$ cat config.mk
export PLATFORM = sky130hd
export DESIGN_NAME = chdr_pad_payload
export DESIGN_NICKNAME = d
export VERILOG_FILES = /design/src/rtl/chdr_pad_payload.sv
export SDC_FILE = /design/constraint.sdc
export NUM_CORES = 1
export LEC_CHECK = 0
export ABC_AREA = 1
export BUFFER_PORTS_ARGS = -buffer_cell sky130_fd_sc_hd__clkbuf_2
export CAP_MARGIN = 20
export CORE_MARGIN = 3
export CORE_UTILIZATION = 54
export DETAILED_ROUTE_END_ITERATION = 7
export PLACE_DENSITY_LB_ADDON = 0.3
export SLEW_MARGIN = 25
export SYNTH_ARGS = -nofsm -noshare
export SYNTH_HDL_FRONTEND = slang
export SYNTH_SLANG_ARGS = --single-unit
$ cat constraint.sdc
create_clock -name clk -period 3.42 [get_ports clk]
set_clock_uncertainty 0.05 [all_clocks]
set_input_delay 0.342 -clock clk [delete_from_list [all_inputs] [get_ports clk]]
set_output_delay 0.342 -clock clk [all_outputs]
set_load 0.02 [all_outputs]
$ cat src/rtl/chdr_pad_payload.sv
// chdr_pad_payload: pads CHDR packets that end before the line count in their
// header with zero-filled lines. Packets longer than their header length pass
// through unchanged and are counted.
//
// state     | meaning
// ----------+-----------------------------------------------------------
// ST_HEADER | next accepted input beat is a CHDR header line
// ST_BODY   | inside a packet, lines_left lines still expected
// ST_PASS   | packet already exceeded its header length, pass to tlast
// ST_PAD    | emitting zero lines until pad_left reaches zero
module chdr_pad_payload #(
  parameter int CHDR_W = 64,
  parameter int USER_W = 16
) (
  input  logic              clk,
  input  logic              rst_n,
  input  logic [CHDR_W-1:0] s_axis_tdata,
  input  logic [USER_W-1:0] s_axis_tuser,
  input  logic              s_axis_tlast,
  input  logic              s_axis_tvalid,
  output logic              s_axis_tready,
  output logic [CHDR_W-1:0] m_axis_tdata,
  output logic [USER_W-1:0] m_axis_tuser,
  output logic              m_axis_tlast,
  output logic              m_axis_tvalid,
  input  logic              m_axis_tready,
  input  logic              ctrl_clear,
  output logic [15:0]       pad_pkt_count,
  output logic [15:0]       long_pkt_count
);

  localparam int unsigned BPL    = CHDR_W / 8;
  localparam int unsigned BPL_SH = $clog2(BPL);

  typedef enum logic [1:0] {
    ST_HEADER = 2'd0,
    ST_BODY   = 2'd1,
    ST_PASS   = 2'd2,
    ST_PAD    = 2'd3
  } state_t;

  state_t            state_q, state_d;
  logic [15:0]       lines_left_q, lines_left_d;
  logic [15:0]       pad_left_q, pad_left_d;
  logic [USER_W-1:0] tuser_q, tuser_d;
  logic [15:0]       pad_cnt_q, pad_cnt_d;
  logic [15:0]       long_cnt_q, long_cnt_d;

  logic [16:0]       len_round;
  logic [15:0]       lines_raw;
  logic [15:0]       hdr_lines_m1;
  logic [15:0]       body_left;
  logic              s_ready_int;
  logic              m_valid_int;
  logic              m_last_int;
  logic              s_beat;
  logic              pad_inc;
  logic              long_inc;

  // Header length to line count, rounding up; an empty packet still has its header line.
  always_comb begin
    len_round    = {1'b0, s_axis_tdata[47:32]} + 17'(BPL - 1);
    lines_raw    = 16'(len_round >> BPL_SH);
    hdr_lines_m1 = (lines_raw == 16'd0) ? 16'd0 : (lines_raw - 16'd1);
    body_left    = lines_left_q - 16'd1;
  end

  // Next-state, datapath muxing and handshake generation.
  always_comb begin
    state_d      = state_q;
    lines_left_d = lines_left_q;
    pad_left_d   = pad_left_q;
    tuser_d      = tuser_q;
    pad_inc      = 1'b0;
    long_inc     = 1'b0;
    m_axis_tdata = s_axis_tdata;
    m_axis_tuser = s_axis_tuser;
    m_last_int   = s_axis_tlast;
    m_valid_int  = s_axis_tvalid;
    s_ready_int  = m_axis_tready;

    if (state_q == ST_PAD) begin
      s_ready_int  = 1'b0;
      m_valid_int  = 1'b1;
      m_axis_tdata = '0;
      m_axis_tuser = tuser_q;
      m_last_int   = (pad_left_q == 16'd1);
    end

    s_beat = s_axis_tvalid && s_ready_int;
    if (s_beat) begin
      tuser_d = s_axis_tuser;
    end

    case (state_q)
      ST_HEADER: begin
        // tlast is dropped whenever the presented beat would start padding,
        // independent of the handshake, so it stays stable under backpressure.
        if (s_axis_tlast && (hdr_lines_m1 != 16'd0)) begin
          m_last_int = 1'b0;
        end
        if (s_beat) begin
          lines_left_d = hdr_lines_m1;
          if (s_axis_tlast && (hdr_lines_m1 != 16'd0)) begin
            state_d    = ST_PAD;
            pad_left_d = hdr_lines_m1;
            pad_inc    = 1'b1;
          end else if (s_axis_tlast) begin
            state_d = ST_HEADER;
          end else if (hdr_lines_m1 == 16'd0) begin
            state_d  = ST_PASS;
            long_inc = 1'b1;
          end else begin
            state_d = ST_BODY;
          end
        end
      end
      ST_BODY: begin
        if (s_axis_tlast && (body_left != 16'd0)) begin
          m_last_int = 1'b0;
        end
        if (s_beat) begin
          lines_left_d = body_left;
          if (s_axis_tlast && (body_left != 16'd0)) begin
            state_d    = ST_PAD;
            pad_left_d = body_left;
            pad_inc    = 1'b1;
          end else if (s_axis_tlast) begin
            state_d = ST_HEADER;
          end else if (body_left == 16'd0) begin
            state_d  = ST_PASS;
            long_inc = 1'b1;
          end
        end
      end
      ST_PASS: begin
        if (s_beat && s_axis_tlast) begin
          state_d = ST_HEADER;
        end
      end
      ST_PAD: begin
        if (m_axis_tready) begin
          pad_left_d = pad_left_q - 16'd1;
          if (pad_left_q == 16'd1) begin
            state_d = ST_HEADER;
          end
        end
      end
      default: begin
        state_d = ST_HEADER;
      end
    endcase
  end

  // Handshakes and tlast are held idle for as long as reset is asserted.
  always_comb begin
    s_axis_tready = rst_n && s_ready_int;
    m_axis_tvalid = rst_n && m_valid_int;
    m_axis_tlast  = rst_n && m_last_int;
  end

  // Saturating event counters; clear wins over a same-cycle increment.
  always_comb begin
    pad_cnt_d  = pad_cnt_q;
    long_cnt_d = long_cnt_q;
    if (ctrl_clear) begin
      pad_cnt_d  = '0;
      long_cnt_d = '0;
    end else begin
      if (pad_inc && (pad_cnt_q != 16'hFFFF)) begin
        pad_cnt_d = pad_cnt_q + 16'd1;
      end
      if (long_inc && (long_cnt_q != 16'hFFFF)) begin
        long_cnt_d = long_cnt_q + 16'd1;
      end
    end
  end

  // State, line tracking and counter registers.
  always_ff @(posedge clk or negedge rst_n) begin
    if (!rst_n) begin
      state_q      <= ST_HEADER;
      lines_left_q <= '0;
      pad_left_q   <= '0;
      tuser_q      <= '0;
      pad_cnt_q    <= '0;
      long_cnt_q   <= '0;
    end else begin
      state_q      <= state_d;
      lines_left_q <= lines_left_d;
      pad_left_q   <= pad_left_d;
      tuser_q      <= tuser_d;
      pad_cnt_q    <= pad_cnt_d;
      long_cnt_q   <= long_cnt_d;
    end
  end

  assign pad_pkt_count  = pad_cnt_q;
  assign long_pkt_count = long_cnt_q;

endmodule

==> qor.yml <==
cts_max_level: 3
clock_path_buffers: 2
holdWs_ns: 0.196
min_path_type: "in2reg"
clkTransAtPathRegs_ns: 0.06
timing.fmax_mhz: 305
arrival_ns: 2.89
wl_met2_um: 9990
grt_pass1_vias: 7286
clkSinkCount: 82
outcome: "completed"
port_buffers: 200
place.detailed.hpwl_um: 15900
top_layer: "met4"
num-nets-final: 1416
grt_max_degree: 104
min_period_ns: 3.28
wl_per_cell_um: 14.0
relSlewSlack: 0.420
reg2reg_slack_ns: 0.74
critPathMaxFanout: 7
worstMarginPinSlew_ns: 0.869
crit_type: "in2out"
crit_family: "simple AND/OR/NAND/NOR gates"
cp.required_ns: 3.03
async_flop_share: 1.00
synth_ff_type: "dfrtp_1"
p_leak_nw: 4.89
mostFrequentLayoutCell: "nand2_1"
vias: 7854
finalHoldViolations: 0
mostFrequentLayoutCells: "nand2_1 (297), clkbuf_2 (198), inv_1 (165)"
setup_violations: 0
synthesis.nets: 1218
synth_area_sq_mm: 0.00700
grt_pass1_wl_um: 34300
synth_seq_area_share: 0.293
die_w_um: 120
rows: 40
wl_met1_um: 8750
core_sq_mm: 0.0124
period_share: 0.959
fin_util: 0.699
crit_top_cell: "nand2_2"
drt-vias-per-instance: 5.27
cts_root_buf: "clkbuf_16"
synth_edf_count: 0
initial_core_util: 0.566
synth.distinct_cells: 45
p_per_area_mw_per_mm2: 548
cp_cell_sequence: "clkbuf_2 > nor2_4 > nand2_4 > nand2_4 > nand2_1 > nand2_2 > ha_4 > nand3_1 > nor2_2 > nand2_2 > nor2_4 > buf_12 > nand2_8 > o21ai_1 > nand2_1 > nor2_2 > nand2_2 > ha_4 > a211oi_2 > o21ai_1 > inv_1 > buf_4"
timing_max_transition_violations_final: 0
slowest_delay_ns: 0.18
drtIter0Drc: 720
clock_latency_ns: 0.34
met3WireLength_um: 1440
ys.warnings.count: 0
max-cap-violations: 0
wl_um: 20800
tritoncts: "done"
grt.total_usage: 0.290
ys_ff_latch: 82
gr-total-overflow: 0
die_h_um: 120
critPathSlowestCell: "ha_4"
syn_inst: 1121
area_delta_synth_final_pct: 23.4
numCtsBuffers: 9
antenna_found_initial: 1
die-area_sq_mm: 0.0144
route.detailed.drc: 0
start_kind: "primary input"
ir_drop_uv: 293
post_synth.cell_area_avg_sq_um: 6.24
crit_buf_inv: 4
drt_pre_antenna_iters: 8
end_kind: "primary output"
boundaryPins: 201
gp_congestion: 0.945
ant_nets: 0
drive_gt1_frac: 0.242
==> power breakdown <==
group | leakage (nW) | internal (mW) | switching (mW)
logic | 3.68 | 0.762 | 1.57
clock network | 0.138 | 0.557 | 0.405
registers | 1.08 | 1.19 | 0.242
==> stage by stage <==
stage / cells / power, mW / setup TNS (ns) / worst slack (ns) / cell area, sq um
finish: 1491 / 4.74 / 0 / 0.140 / 8640
global route: 1491 / 5.09 / -0.0451 / -0.0451 / 8640
CTS: 1480 / 4.71 / 0 / 0.00161 / 8430
detailed placement: 1465 / 3.74 / -0.523 / -0.0430 / 8140
global placement: 1465 / 3.70 / 0 / 0.0213 / 8140
floorplan: 1121 / 3.06 / 0 / 0.245 / 7000
==> sequential cells by signal (all words and copies together) (netlist names) <==
name / count
long_pkt_count: 16
pad_pkt_count: 16
lines_left_q: 16
state_q: 2
tuser_q: 16
pad_left_q: 16
==> synth_stat cells (all sizes together), types with 11 or more instances <==
master,count,area (sq um)
nand2,326,1330
inv,177,667
nor2,164,666
nand3,102,543
o21ai,85,425
dfrtp,82,2050
xor2,40,350
nand4,29,181
clkbuf,20,75.1
buf,17,111
nor3,13,75.1
ha,11,138
==> worst reg2reg max path, cell delays in order (launching register included) <==
cell and delay [ns]:
dfrtp_1 0.38, inv_1 0.14, ha_1 0.25, nand3_2 0.12, nor2_2 0.24, nand2_1 0.10, xor2_1 0.22, nand4_1 0.11
nor2_1 0.14, nand2_2 0.12, nand2_2 0.09, nand2_4 0.16, nand2_8 0.20, inv_4 0.12, nand2_1 0.08, nand2_1 0.05
==> metal layers <==
layer | global-route usage | vias to the layer above
met4 | 0.124 | 0
li1 | - | 3898
met2 | 0.486 | 343
met5 | 0 | -
met3 | 0.0438 | 46
met1 | 0.374 | 3567
==> kinds of logic after synthesis <==
family	Yosys count	share of synthesized area
compound gates	113	0.0901
xor+xnor	46	0.0576
fa+ha+maj	11	0.0197
buf+inv	217	0.124
flops	82	0.293
simple gates	652	0.416
==> cell type report <==
type / instances / area (sq um)
clock inverter: 5 / 56.3
sequential: 82 / 2050
antenna: 1 / 2.50
inverter: 180 / 679
multi-input combinational: 824 / 4210
tap: 168 / 210
fill: 1087 / 3720
clock buffer: 9 / 225
timing repair buffer: 222 / 1200
==> timing repair <==
action                                  4_1_cts  5_1_grt
resized for setup                             0       29
endpoints found under the setup margin        0       35
setup buffers                                 0        8
hold endpoints to repair                     31        0
hold buffers                                  1        0
==> worst paths after layout <==
check,cells past startpoint,end,startpoint
setup / recovery,22,m_axis_tlast,s_axis_tdata[34]
max in group asynchronous,3,lines_left_q[1],rst_n
setup reg to reg,15,pad_left_q[8],lines_left_q[0]
min in group asynchronous,2,pad_left_q[5],rst_n
hold / removal,3,tuser_q[6],s_axis_tuser[6]
hold reg to reg,2,tuser_q[12],tuser_q[12]
No activity file was read; power rests on OpenSTA's default activity.
